### src/rtl/fetch_queue_if.sv
// Fetch/decode handshake bundle for the fetch queue: enqueue side, dequeue side, flush and status.
interface fetch_queue_if #(
    parameter int XLEN  = 32,
    parameter int ILEN  = 32,
    parameter int DEPTH = 4
);
    logic                     flush;
    logic                     enq_valid;
    logic                     enq_ready;
    logic [XLEN-1:0]          enq_pc;
    logic [ILEN-1:0]          enq_instr;
    logic                     deq_valid;
    logic                     deq_ready;
    logic [XLEN-1:0]          deq_pc;
    logic [ILEN-1:0]          deq_instr;
    logic [$clog2(DEPTH):0]   count;
    logic                     almost_full;

    modport master (
        output flush, enq_valid, enq_pc, enq_instr, deq_ready,
        input  enq_ready, deq_valid, deq_pc, deq_instr, count, almost_full
    );

    modport slave (
        input  flush, enq_valid, enq_pc, enq_instr, deq_ready,
        output enq_ready, deq_valid, deq_pc, deq_instr, count, almost_full
    );
endinterface

### src/rtl/fetch_queue.sv
// DEPTH-entry FWFT {pc, instr} queue between IF and ID; an entry written at edge N shows on deq_* after N.
// enq_ready drops when full (never from deq_ready); flush empties the queue and gates both handshakes.
module fetch_queue #(
    parameter int XLEN        = 32,
    parameter int ILEN        = 32,
    parameter int DEPTH       = 4,
    parameter int AFULL_LEVEL = 3
) (
    input  logic          clk,
    input  logic          reset,
    fetch_queue_if.slave  bus
);
    localparam int PW = $clog2(DEPTH);
    localparam int CW = PW + 1;

    typedef struct packed {
        logic [XLEN-1:0] pc;
        logic [ILEN-1:0] instr;
    } entry_t;

    entry_t          mem [DEPTH];
    logic [PW-1:0]   wr_ptr;
    logic [PW-1:0]   rd_ptr;
    logic [CW-1:0]   cnt;
    logic            enq_fire;
    logic            deq_fire;
    entry_t          head;

    assign bus.enq_ready   = reset & ~bus.flush & (cnt != CW'(DEPTH));
    assign bus.deq_valid   = ~bus.flush & (cnt != '0);
    assign enq_fire        = bus.enq_valid & bus.enq_ready;
    assign deq_fire        = bus.deq_valid & bus.deq_ready;

    assign head            = mem[rd_ptr];
    assign bus.deq_pc      = head.pc;
    assign bus.deq_instr   = head.instr;
    assign bus.count       = cnt;
    assign bus.almost_full = (cnt >= CW'(AFULL_LEVEL));

    // Storage carries no reset; occupancy alone decides what is valid.
    always_ff @(posedge clk) begin
        if (enq_fire) begin
            mem[wr_ptr] <= '{pc: bus.enq_pc, instr: bus.enq_instr};
        end
    end

    always_ff @(posedge clk) begin
        if (!reset) begin
            wr_ptr <= '0;
            rd_ptr <= '0;
            cnt    <= '0;
        end else if (bus.flush) begin
            wr_ptr <= '0;
            rd_ptr <= '0;
            cnt    <= '0;
        end else begin
            if (enq_fire) begin
                wr_ptr <= wr_ptr + PW'(1);
            end
            if (deq_fire) begin
                rd_ptr <= rd_ptr + PW'(1);
            end
            if (enq_fire && !deq_fire) begin
                cnt <= cnt + CW'(1);
            end else if (deq_fire && !enq_fire) begin
                cnt <= cnt - CW'(1);
            end
        end
    end

    // Pointer distance matches occupancy modulo DEPTH; equal pointers mean empty or full.
    a_cnt_max:   assert property (@(posedge clk) disable iff (!reset) cnt <= CW'(DEPTH));
    a_cnt_ptrs:  assert property (@(posedge clk) disable iff (!reset) cnt[PW-1:0] == PW'(wr_ptr - rd_ptr));
    a_no_ovf:    assert property (@(posedge clk) disable iff (!reset) !(enq_fire && cnt == CW'(DEPTH)));
    a_no_udf:    assert property (@(posedge clk) disable iff (!reset) !(deq_fire && cnt == '0));
endmodule

### src/flat_wrapper.sv
// flat-port wrapper written by rule: the top's interface ports become plain ports
module fetch_queue_flat 
#(
    parameter int XLEN        = 32,
    parameter int ILEN        = 32,
    parameter int DEPTH       = 4,
    parameter int AFULL_LEVEL = 3
)
  (clk, reset, bus_flush, bus_enq_valid, bus_enq_pc, bus_enq_instr, bus_deq_ready, bus_enq_ready, bus_deq_valid, bus_deq_pc, bus_deq_instr, bus_count, bus_almost_full);
  fetch_queue_if #(.XLEN(XLEN), .ILEN(ILEN), .DEPTH(DEPTH)) bus_i ();
  input  logic clk;
  input  logic reset;
  input wire logic [$bits(bus_i.flush)-1:0] bus_flush;
  input wire logic [$bits(bus_i.enq_valid)-1:0] bus_enq_valid;
  input wire logic [$bits(bus_i.enq_pc)-1:0] bus_enq_pc;
  input wire logic [$bits(bus_i.enq_instr)-1:0] bus_enq_instr;
  input wire logic [$bits(bus_i.deq_ready)-1:0] bus_deq_ready;
  output wire logic [$bits(bus_i.enq_ready)-1:0] bus_enq_ready;
  output wire logic [$bits(bus_i.deq_valid)-1:0] bus_deq_valid;
  output wire logic [$bits(bus_i.deq_pc)-1:0] bus_deq_pc;
  output wire logic [$bits(bus_i.deq_instr)-1:0] bus_deq_instr;
  output wire logic [$bits(bus_i.count)-1:0] bus_count;
  output wire logic [$bits(bus_i.almost_full)-1:0] bus_almost_full;
  assign bus_i.flush = bus_flush;
  assign bus_i.enq_valid = bus_enq_valid;
  assign bus_i.enq_pc = bus_enq_pc;
  assign bus_i.enq_instr = bus_enq_instr;
  assign bus_i.deq_ready = bus_deq_ready;
  assign bus_enq_ready = bus_i.enq_ready;
  assign bus_deq_valid = bus_i.deq_valid;
  assign bus_deq_pc = bus_i.deq_pc;
  assign bus_deq_instr = bus_i.deq_instr;
  assign bus_count = bus_i.count;
  assign bus_almost_full = bus_i.almost_full;
  fetch_queue #(.XLEN(XLEN), .ILEN(ILEN), .DEPTH(DEPTH), .AFULL_LEVEL(AFULL_LEVEL)) u_core (.clk(clk), .reset(reset), .bus(bus_i));
endmodule
### config.mk
export PLATFORM = sky130hd
export DESIGN_NAME = fetch_queue_flat
export DESIGN_NICKNAME = d
export VERILOG_FILES = /design/src/rtl/fetch_queue_if.sv /design/src/rtl/fetch_queue.sv /design/src/flat_wrapper.sv
export SDC_FILE = /design/constraint.sdc
export NUM_CORES = 1
export LEC_CHECK = 0
export ABC_AREA = 1
export CORE_MARGIN = 2
export CORE_UTILIZATION = 30
export DETAILED_ROUTE_END_ITERATION = 7
export GPL_ROUTABILITY_DRIVEN = 0
export HOLD_SLACK_MARGIN = 0.05
export SYNTH_ARGS = -nofsm -noshare
export SYNTH_HDL_FRONTEND = slang
export SYNTH_SLANG_ARGS = --single-unit
### constraint.sdc
create_clock -name clk -period 8.8 [get_ports clk]
set_input_delay 0.88 -clock clk [delete_from_list [all_inputs] [get_ports clk]]
set_output_delay 0.88 -clock clk [all_outputs]
set_load 0.01 [all_outputs]
==> After elaboration in Yosys (flattened, before gate mapping) <==
Memory sizes are Yosys's and may differ from the RTL's. A register that Yosys moved wholly into a read port is not among the register bits.
Cells that the tools add are included.
{ "op_classes": {"n_addsub": 4, "magnitude_cmp": 1, "n_eq_ne": 1, "mux": 6, "bitwise": 7, "n_reduce_logical": 7} }
{ "op_table": {"columns": ["operator", "n"], "rows": [
  ["$mux 3", 2],
  ["$and 1x1->1", 5],
  ["$add 2x1->2 const B", 2],
  ["$mux 2", 2],
  ["$add 3x1->3 const B", 1],
  ["$ge 3x2->1 const B", 1],
  ["$ne 3x3->1 const B", 1],
  ["$reduce_bool 3->1", 1],
  ["$sub 3x1->3 const B", 1],
  ["$logic_and 1x1->1", 2],
  ["$logic_not 1->1", 2],
  ["$mux 1", 2],
  ["$not 1->1", 2],
  ["$reduce_bool 2->1", 1],
  ["$reduce_or 2->1", 1]
]} }
{ "word_totals": {"ff_bits": 7, "ram_bits": 256, "inputBits": 69, "out_inout_bits": 70, "mem_count": 1} }
{ "memory_table": {"columns": ["memory", "words", "width", "rd", "rd_ports_with_merged_regs", "wr", "line", "text"], "rows": [
  ["u_core.mem", 4, 64, 1, 1, 1, "fetch_queue.sv:21", "entry_t mem [DEPTH];"]
]} }

==> Logic depth before layout (Yosys ltp) <==
Gate-level depths: netlist of run 1.
{ "logic_depth": {"ltp_word": 8, "depth_mapped": 13, "mapped_depth_nobuf": 13} }

==> Worst setup path after synthesis of run 1 <==
Ideal clock, no wire load.
{ "synth_path": {"kind": "input port to flip-flop", "from": "in reset", "to": "mem u_core.mem[0][0] in the netlist's numbering, enable pin", "t_arrival_ps": 3983, "t_required_ps": 8313, "setup_slack_ps": 4330, "stages": 4, "path_buffers": 0, "cell_sequence": "inv_1 > nor2_4 > nand3_1 > nor2_1"} }
{ "synth_via": {"elab_chain_cells": 5} }
{ "synth_lines": {"columns": ["element", "line", "text"], "rows": [
  ["start, declared", "flat_wrapper.sv:12", "input logic reset;"],
  ["$and 1x1->1 (2 in a row)", "fetch_queue.sv:29", "assign bus.enq_ready = reset & ~bus.flush & (cnt != CW'(DEPTH));"],
  ["$and 1x1->1", "fetch_queue.sv:31", "assign enq_fire = bus.enq_valid & bus.enq_ready;"],
  ["$mux 1", "fetch_queue.sv:42", "if (enq_fire) begin"],
  ["$mux 1 (not written as such)", "fetch_queue.sv:43", "mem[wr_ptr] <= '{pc: bus.enq_pc, instr: bus.enq_instr};"],
  ["end, declared", "fetch_queue.sv:21", null]
]} }
Every way passes these cells.

==> results of run 1 <==
## report_power, final
part	total, uW	switching [uW]	internal (uW)	leakage (uW)
Combinational	112	55.5	56.1	0.00131
Clock	1030	440	589	0.000381
Sequential	1400	4.12	1400	0.00239
Total	2540	500	2040	0.00408
## cells in the final DEF, fill, tap and decap left out
cell	n
sky130_fd_sc_hd__nand2_1	18
sky130_fd_sc_hd__clkbuf_16	27
sky130_fd_sc_hd__clkbuf_1	8
sky130_fd_sc_hd__clkdlybuf4s50_1	138
sky130_fd_sc_hd__edfxtp_1	256
sky130_fd_sc_hd__inv_2	1
sky130_fd_sc_hd__dfxtp_2	1
sky130_fd_sc_hd__clkinv_1	5
sky130_fd_sc_hd__a21oi_1	5
sky130_fd_sc_hd__inv_6	1
sky130_fd_sc_hd__nand3_1	5
sky130_fd_sc_hd__nand4_1	2
sky130_fd_sc_hd__o21ai_0	72
sky130_fd_sc_hd__xor2_1	1
sky130_fd_sc_hd__buf_4	7
sky130_fd_sc_hd__fa_1	1
sky130_fd_sc_hd__o22ai_1	64
sky130_fd_sc_hd__inv_4	1
sky130_fd_sc_hd__ha_1	5
sky130_fd_sc_hd__dfxtp_4	1
sky130_fd_sc_hd__diode_2	1
sky130_fd_sc_hd__clkinvlp_4	1
sky130_fd_sc_hd__dfxtp_1	7
sky130_fd_sc_hd__o21ai_1	56
sky130_fd_sc_hd__inv_1	19
sky130_fd_sc_hd__nor2_4	5
sky130_fd_sc_hd__clkinv_2	3
sky130_fd_sc_hd__nor2_1	134
sky130_fd_sc_hd__bufinv_16	1
## layout make-up
type | count | area, um2 | share of cell area [%]
sequential | 265 | 7873 | 62.73
multi-input combinational | 368 | 1822 | 14.52
timing repair buffer | 145 | 1434 | 11.42
clock buffer | 35 | 705.7 | 5.623
tap | 442 | 553.0 | 4.406
inverter | 21 | 81.33 | 0.6480
clock inverter | 11 | 80.08 | 0.6380
antenna | 1 | 2.502 | 0.01994
## worst max-delay path: cells and delay by family (launching register included)
kind            cells  cell delay, ns
flops               1            0.52
compound gates      2            0.52
buf+inv             3            1.86
## registers in the layout, summed over array words and instances, names as in the netlist, named ones only
name              cells
u_core.bus.count      3
u_core.mem          256
u_core.rd_ptr         2
u_core.wr_ptr         2
## per-layer routing
metal  vias up  global-route usage (%)  share of wire (%)
li1       2862                       -                  -
met1      2871                   16.95                 46
met2       155                   20.02                 46
met3        29                   3.461                6.4
met4         2                   2.595                1.6
met5         -                       0              0.049
## logic make-up after synthesis
kind of cell	count (synthesis)
XOR/XNOR	1
adder cells (fa/ha/maj)	6
AO/OA/AOI/OAI	197
flip-flops	265
AND/OR/NAND/NOR	164
buffers and inverters	62
## worst max path at each step
| stage | cells after the start | end | start | slack (ns) |
|---|---|---|---|---|
| floorplan | 4 | u_core.mem[0][0]$_DFFE_PP_ | reset | 4.33 |
| global placement | 6 | u_core.mem[2][21]$_DFFE_PP_ | reset | 4.95 |
| detailed placement | 5 | bus_deq_pc[21] | flip-flop | 4.89 |
| CTS | 5 | bus_deq_pc[21] | flip-flop | 4.33 |
| global route | 5 | bus_deq_pc[19] | flip-flop | 4.17 |
| finish | 5 | bus_deq_pc[19] | flip-flop | 4.42 |
## metrics by stage
step           instance area [um2]  worst slack [ns]
6_report                     12550             4.419
5_1_grt                      12550             4.167
4_1_cts                      12550             4.327
3_5_place_dp                 11760             4.894
3_3_place_gp                 11760             4.945
2_1_floorplan                10020             4.330
==> out/metrics.cfg, run 1 <==
[clocking]
clk-insertion-delay-late_ns=0.53
post_cts_buffers=0
cts_max_level=1
cts.clk_slew.worst_paths_ns=0.06
clkSinkCount=265
root_buffer=sky130_fd_sc_hd__clkbuf_16
tritoncts=yes
postCtsResizedCells=0
tritoncts_buffers=27
max-clock-path-buffers=3
post_cts_hold_buffer_count=0

[timing]
tightest_hold_margin_ns=0.4850
clock.fmax_mhz=228.3
rsz0062_at_grt=no
final-hold-violation-count=0
setup_viols_final=0
portion_of_the_clock_cycle_consumed_by_the_worst_path_in_the_final_layout_pct=49.78
skew_ns=0.008981
worst_slew_pin_slew_ns=1.165
finalCriticalPeriod_ns=4.381
report.final.slew_viol_count=0
timing.slew.headroom_pct=22.20
finalSetupTns_ns=0

[logic_synthesis]
post_synth_instance_area_um2=10020
dominantRegCellSynth=sky130_fd_sc_hd__edfxtp_1
postSynthRegisterBits=265
most_instantiated_library_cell_after_synthesis=sky130_fd_sc_hd__edfxtp_1
synth_simple_gate_area_share_pct=6.328
yosys-mux-area-fraction_pct=0
synthesis.nets=770
main_combinational_cell_family_by_area_after_synthesis=compound AO/OA/AOI/OAI gates
synth-compound-area-share_pct=10.63
synth-edff-count=256
average_size_of_a_mapped_cell_um2=14.42
ys_warn_count=0
yosysUniqueCellTypes=22
synth_commonest_cells=256 x sky130_fd_sc_hd__edfxtp_1, 138 x sky130_fd_sc_hd__nor2_1, 72 x sky130_fd_sc_hd__o21ai_0, 64 x sky130_fd_sc_hd__o22ai_1, 56 x sky130_fd_sc_hd__o21ai_1
postSynth.asyncResetShare_pct=0
xor_xnor_share_of_the_synthesized_area_pct=0.08737
ys_top_cells_by_area=sky130_fd_sc_hd__edfxtp_1 77%, sky130_fd_sc_hd__nor2_1 5.2%, sky130_fd_sc_hd__o22ai_1 4.0%
synth_adder_area_share_pct=0.8238
syn-instance-count=695
yosys.area.top_type=sky130_fd_sc_hd__edfxtp_1
synth.top_cell.area_share_pct=76.68
ys_seq_area_share_pct=78.48

[critical_path]
rr_startpoint=u_core.bus.count[0]$_SDFFE_PP0P_
cp-end-kind=output port
worst-path-max-fanout=76
r2r_slack_ns=5.97
worstPathCellList=inv_4, buf_4, o21ai_0, o22ai_1, clkdlybuf4s50_1
worstPathRequired_ns=7.92
critical_path_arrival_ns=3.50
worst_r2r_endpoint=u_core.mem[2][16]$_DFFE_PP_
timing.critical_path.slowest_stage_cell=sky130_fd_sc_hd__buf_4
critical_path.startpoint_type=flip-flop
crit_type=flip-flop to output port
reg2reg_depth=5
timing.critical_path.slowest_cell_delay_ns=0.76

[global_routing]
grt_pass1_vias=5826
grt_max_degree=77
grt_pass1_wl_um=34250
gr-total-overflow=0
gr-usage-all-layers_pct=12.47
antenna_found_initial=3

[floorplanning]
num_io_pins=139
die_span_in_y_um=186.8
chipWidth_um=186.8
initial_utilization_pct=30.66
placeableCoreArea_um2=32700
die_area_um2=34890
rows=66

[route]
routed_via_density=4.595
number_of_violations_reported_at_the_end_of_detailed_routing_iteration_0=570
ant_nets=0
detail_route.drc_violations=0
postRouteWirelength_um=22630
route.vias.total=5919
drt_pass1_iterations=4
routed_wire_length_per_instance_um=17.57

[finish]
nNetsFinal=903
final_core_utilization_pct=38.38
areaGrowthSynthToFinish_pct=25.20
final.fill_count=3105
share_of_post_route_cells_with_drive_strength_above_1_pct=5.799
final-instance-count-excl-fill=1288

[pwr]
totalPowerFinal_uw=2540
powerDensity_nw_per_um2=202.4
p_leak_uw=0.004080
power.ir.vdd_worst_mv=0.1373

[min_path]
hold_class=flip-flop to flip-flop
hold_path.startpoint=u_core.rd_ptr[0]$_SDFFE_PP0P_
hold_path_end=u_core.rd_ptr[0]$_SDFFE_PP0P_
min_path_cells=2

[place]
placedCellCount=1241
portBuffers=138
hpwl_reported_at_the_end_of_detailed_placement_um=13710

[status]
outcome=completed

[job]
cap_violations=0

Note: power is estimated with default switching activity, not from simulation.
==> run 2: changes to the inputs <==
Clock period 8.8 ns to 3.8 ns, I/O delays scaled along.
==> run 2 against run 1 <==
  * Die area unchanged
  * Critical path depth did not move
  * Hold slack lost 0.012 ns
  * Largest power group unchanged
  * Register-to-register slack worse by 4.5 ns
  * Clock skew grew 0.0041 ns
  * Total power is 130% higher
  * Wire length grew 0.73%
  * Clock power is 130% higher
  * Combinational power increased by 130%
  * Cell area is 1.1% higher
  * Sequential share of layout area decreased by 0.68 points
==> out/metrics.cfg, run 2 (synthesis results as in run 1) <==
[status]
outcome=completed

[finish]
largest-register=u_core.mem
design_area_um2=12690
layout.cells.most_common_list=256 x sky130_fd_sc_hd__edfxtp_1, 138 x sky130_fd_sc_hd__clkdlybuf4s50_1, 134 x sky130_fd_sc_hd__nor2_1, 72 x sky130_fd_sc_hd__o21ai_0, 64 x sky130_fd_sc_hd__o22ai_1
final.fill_count=3095
regArea_um2=7873
num_antenna_cells=0
multi_input_area_um2=1822
mostFrequentLayoutCell=sky130_fd_sc_hd__edfxtp_1
largest_register_ff_count=256
areaGrowthSynthToFinish_pct=26.57
final_core_utilization_pct=38.80
nNetsFinal=912
share_of_post_route_cells_with_drive_strength_above_1_pct=7.135

[global_routing]
antenna_found_initial=0
grt_pass1_vias=5967
gr-total-overflow=0
grt_max_degree=65
gr-usage-all-layers_pct=12.82
grt_pass1_wl_um=35080

[min_path]
min_path_cells=2
hold_path_end=u_core.rd_ptr[0]$_SDFFE_PP0P_
hold_path.startpoint=u_core.rd_ptr[0]$_SDFFE_PP0P_
hold_class=flip-flop to flip-flop

[route]
met2RoutedLength_um=10120
m1WireLength_um=10510
wire_length_on_met3_um=1759
routed_via_density=4.624
route.vias.total=5997
detail_route.drc_violations=0
top_layer=met4
ant_nets=0
drt_pass1_iterations=4
number_of_violations_reported_at_the_end_of_detailed_routing_iteration_0=493
routed_wire_length_per_instance_um=17.57
postRouteWirelength_um=22790

[floorplanning]
num_io_pins=139
die_area_um2=34890
chipWidth_um=186.8
placeableCoreArea_um2=32700
rows=66
die_span_in_y_um=186.8
initial_utilization_pct=30.66

[clocking]
tritoncts_buffers=28
cts_max_level=1
post_cts_hold_buffer_count=0
tritoncts=yes
max-clock-path-buffers=3
clk-insertion-delay-late_ns=0.53
post_cts_buffers=0
root_buffer=sky130_fd_sc_hd__clkbuf_16
cts.clk_slew.worst_paths_ns=0.06
postCtsResizedCells=0
clkSinkCount=265

[critical_path]
critical_path.startpoint_type=flip-flop
cp-end-kind=output port
rr_startpoint=u_core.bus.count[0]$_SDFFE_PP0P_
critical_path_arrival_ns=2.88
r2r_slack_ns=1.43
reg2reg_depth=5
worst_r2r_endpoint=u_core.mem[1][24]$_DFFE_PP_
worstPathRequired_ns=3.42
crit_type=flip-flop to output port
worst-path-max-fanout=58

[place]
dpl-instance-area_um2=11870
hpwl_reported_at_the_end_of_detailed_placement_um=13520
placement.setup.worst_slack_ns=0.9475
portBuffers=138

[timing]
worst_slew_pin_slew_ns=0.7165
finalCriticalPeriod_ns=3.255
worst_case_setup_margin_in_the_final_layout_ns=0.5450
clock.fmax_mhz=307.2
tightest_hold_margin_ns=0.4732
timing.slew.headroom_pct=52.12
report.final.slew_viol_count=0
portion_of_the_clock_cycle_consumed_by_the_worst_path_in_the_final_layout_pct=85.66
setup_viols_final=0
skew_ns=0.01310
final-hold-violation-count=0
rsz0062_at_grt=no

[pwr]
p_leak_uw=0.004143
totalPowerFinal_uw=5917
powerDensity_nw_per_um2=466.3
power.ir.vdd_worst_mv=0.2838

[job]
cap_violations=0

run 2: cell count changes in the layout (fill, tap and decap cells not counted), sizes merged:
cell	delta
bufinv	-1
clkinv	+2
buf	+8
diode	-1
clkinvlp	+1
run 2: worst max-delay path by stage:
stage	slack [ns]	cells past startpoint	startpoint	endpoint
after floorplan	-0.23	4	u_core.bus.count[0]$_SDFFE_PP0P_	u_core.mem[0][0]$_DFFE_PP_
after global placement	0.99	5	bus_flush	u_core.mem[1][30]$_DFFE_PP_
after detailed placement	0.95	5	bus_flush	u_core.mem[1][30]$_DFFE_PP_
after CTS	0.49	5	flip-flop	bus_deq_instr[31]
after global routing	0.34	5	flip-flop	bus_deq_instr[31]
final	0.54	5	flip-flop	bus_deq_instr[31]
run 2: area by class of cell:
class | instances | share of cell area, %
Clock inverter | 13 | 0.5325
Timing Repair Buffer | 153 | 12.17
Multi-Input combinational cell | 368 | 14.36
Inverter | 21 | 0.6410
Sequential cell | 265 | 62.05
Clock buffer | 35 | 5.897
Tap cell | 442 | 4.359
run 2: report_power, final:
part	total, uW	internal (uW)	switching, uW
clock network	2420	1380	1040
logic	259	132	128
registers	3240	3230	8.53
run 2: layer usage:
| layer | GRT usage [%] | vias to the layer above |
|---|---|---|
| met5 | 0 | - |
| met4 | 3.083 | 0 |
| met3 | 3.987 | 30 |
| met2 | 19.66 | 166 |
| met1 | 17.76 | 2926 |
| li1 | - | 2875 |
run 2: per-stage QoR:
stage	setup TNS [ns]	instances
after floorplan	-57.72	695
after global placement	0	1249
after detailed placement	0	1249
after CTS	0	1297
after global routing	0	1297
final	0	1297
run 2: worst max-delay path: stages (launching register included):
cell,delay [ns]
sky130_fd_sc_hd__dfxtp_4,0.46
sky130_fd_sc_hd__inv_4,0.53
sky130_fd_sc_hd__buf_4,0.42
sky130_fd_sc_hd__nor2_1,0.07
sky130_fd_sc_hd__o22ai_1,0.21
sky130_fd_sc_hd__clkdlybuf4s50_1,0.58
==> run 3: changes to the inputs <==
Settings changed: CORE_UTILIZATION 30 to 43, PLACE_DENSITY set to 0.68.
==> run 3 against run 2 <==
  * Wire length shrank 9.0%
  * Maximum frequency increased by 4.5%
  * Flip-flop and latch count did not move
  * Largest cell class unchanged
  * Global-route usage rose by 4.1 points
  * Critical path depth is the same
  * Via count is 0.63% lower
  * Hold slack got worse by 0.0074 ns
  * Count of clock-buffer cells in the layout shrank 5
  * Clock skew is 0.0048 ns lower
  * Highest routed layer unchanged
  * Setup slack improved by 0.14 ns
  * Critical endpoint is now bus_deq_instr[4]
  * Clock power up 4%
==> out/metrics.cfg, run 3 (synthesis results as in run 1) <==
[status]
outcome=completed

[min_path]
hold_path.startpoint=u_core.rd_ptr[0]$_SDFFE_PP0P_
min_path_cells=2
hold_class=flip-flop to flip-flop

[critical_path]
rr_startpoint=u_core.bus.count[0]$_SDFFE_PP0P_
critical_path.startpoint_type=flip-flop
worstPathRequired_ns=3.42
critical_path_arrival_ns=2.73
worst_r2r_endpoint=u_core.bus.count[2]$_SDFFE_PP0P_
crit_type=flip-flop to output port
reg2reg_depth=13
worst-path-max-fanout=86
r2r_slack_ns=1.47
cp-end-kind=output port

[global_routing]
gr-usage-all-layers_pct=16.89
gr-total-overflow=0
antenna_found_initial=0
grt_max_degree=87
grt_pass1_wl_um=32000
grt_pass1_vias=5833

[floorplanning]
initial_utilization_pct=44.01
die_area_um2=24550
placeableCoreArea_um2=22780
die_span_in_y_um=156.7
rows=55
num_io_pins=139
chipWidth_um=156.7

[clocking]
tritoncts=yes
tritoncts_buffers=27
postCtsResizedCells=0
cts_max_level=1
post_cts_buffers=0
clk-insertion-delay-late_ns=0.51
clkSinkCount=265
root_buffer=sky130_fd_sc_hd__clkbuf_16
max-clock-path-buffers=3
cts.clk_slew.worst_paths_ns=0.06
post_cts_hold_buffer_count=0

[timing]
clock.fmax_mhz=321.1
portion_of_the_clock_cycle_consumed_by_the_worst_path_in_the_final_layout_pct=81.95
finalCriticalPeriod_ns=3.114
rsz0062_at_grt=no
final-hold-violation-count=0
skew_ns=0.008337
worst_case_setup_margin_in_the_final_layout_ns=0.6860
finalSetupTns_ns=0
setup_viols_final=0
report.final.slew_viol_count=0
timing.slew.headroom_pct=45.56
worst_slew_pin_slew_ns=0.8153
tightest_hold_margin_ns=0.4659

[finish]
areaGrowthSynthToFinish_pct=25.00
share_of_post_route_cells_with_drive_strength_above_1_pct=6.941
largest_register_ff_count=256
mostFrequentLayoutCell=sky130_fd_sc_hd__edfxtp_1
final-instance-count-excl-fill=1163
largest-register=u_core.mem
layout.cells.most_common_list=256 x sky130_fd_sc_hd__edfxtp_1, 138 x sky130_fd_sc_hd__clkdlybuf4s50_1, 134 x sky130_fd_sc_hd__nor2_1, 72 x sky130_fd_sc_hd__o21ai_0, 64 x sky130_fd_sc_hd__o22ai_1
nNetsFinal=907
num_antenna_cells=0

[pwr]
intPower_uw=4859
clock_power_share_pct=41.9
sequentialPowerShare_pct=53.8
power.switching_fraction_pct=19.26
power.ir.vdd_worst_mv=0.2644
powerDensity_nw_per_um2=480.2
switching_power_summed_over_all_nets_uw=1159
p_leak_uw=0.004147
power.combinational.fraction_pct=4.3

[place]
placement.setup.worst_slack_ns=1.001
hpwl_reported_at_the_end_of_detailed_placement_um=12310
portBuffers=138
placedCellCount=1116

[job]
cap_violations=0

[route]
drt_pass1_iterations=4
ant_nets=0
postRouteWirelength_um=20740
route.vias.total=5959
detail_route.drc_violations=0
routed_wire_length_per_instance_um=17.84
number_of_violations_reported_at_the_end_of_detailed_routing_iteration_0=487
routed_via_density=5.124

run 3: changes by cell type in the layout (fill, tap and decap cells not counted):
| cell | previous run | this run |
|---|---|---|
| sky130_fd_sc_hd__bufinv_16 | 0 | 3 |
| sky130_fd_sc_hd__inv_6 | 1 | 0 |
| sky130_fd_sc_hd__clkbuf_16 | 29 | 27 |
| sky130_fd_sc_hd__clkbuf_1 | 6 | 3 |
| sky130_fd_sc_hd__buf_4 | 11 | 7 |
| sky130_fd_sc_hd__clkinv_2 | 5 | 6 |
| sky130_fd_sc_hd__clkinv_4 | 0 | 1 |
run 3: worst max-delay path by stage:
| stage | startpoint | endpoint | depth (start not counted) |
|---|---|---|---|
| detailed placement | bus_flush | u_core.mem[3][26]$_DFFE_PP_ | 5 |
| floorplan | u_core.bus.count[0]$_SDFFE_PP0P_ | u_core.mem[0][0]$_DFFE_PP_ | 4 |
| CTS | flip-flop | bus_deq_instr[4] | 4 |
| global placement | bus_flush | u_core.mem[1][25]$_DFFE_PP_ | 5 |
| global route | flip-flop | bus_deq_pc[2] | 4 |
| finish | flip-flop | bus_deq_instr[4] | 5 |
run 3: routing by layer:
metal	track usage (%)	share of wire [%]	up-vias
met4	5.068	1.9	0
met3	4.154	7.9	24
li1	-	-	2871
met1	23.57	44	2867
met2	26.41	46	197
met5	0	0	-
run 3: area by class of cell:
type | instances | area (um2)
tap | 313 | 391.6
timing repair buffer | 149 | 1514
clock buffer | 30 | 686.9
sequential | 265 | 7873
inverter | 21 | 81.33
fill | 1840 | 10250
clock inverter | 17 | 162.7
multi-input combinational | 368 | 1822
run 3: per-stage QoR:
| step | total power (uW) | area, um2 | utilization [%] |
|---|---|---|---|
| final | 6018 | 12530 | 55.01 |
| after global routing | 6212 | 12530 | 55.01 |
| after CTS | 6068 | 12530 | 55.01 |
| after detailed placement | 3560 | 11680 | 51.28 |
| after global placement | 3557 | 11680 | 51.28 |
| after floorplan | 3381 | 10020 | - |
run 3: power groups by stage:
stage,sequential [uW],clock (uW),combinational [uW]
floorplan,3300,0,77.7
global placement,3300,0,257
detailed placement,3300,0,259
CTS,3240,2570,261
global route,3240,2690,279
finish,3240,2520,257
run 3: worst max-delay path, cell delays in order (launching register included):
cell and delay, ns:
sky130_fd_sc_hd__dfxtp_4 0.42, sky130_fd_sc_hd__inv_4 0.37, sky130_fd_sc_hd__buf_12 0.39, sky130_fd_sc_hd__o21ai_1 0.12, sky130_fd_sc_hd__o22ai_1 0.26, sky130_fd_sc_hd__clkdlybuf4s50_1 0.62
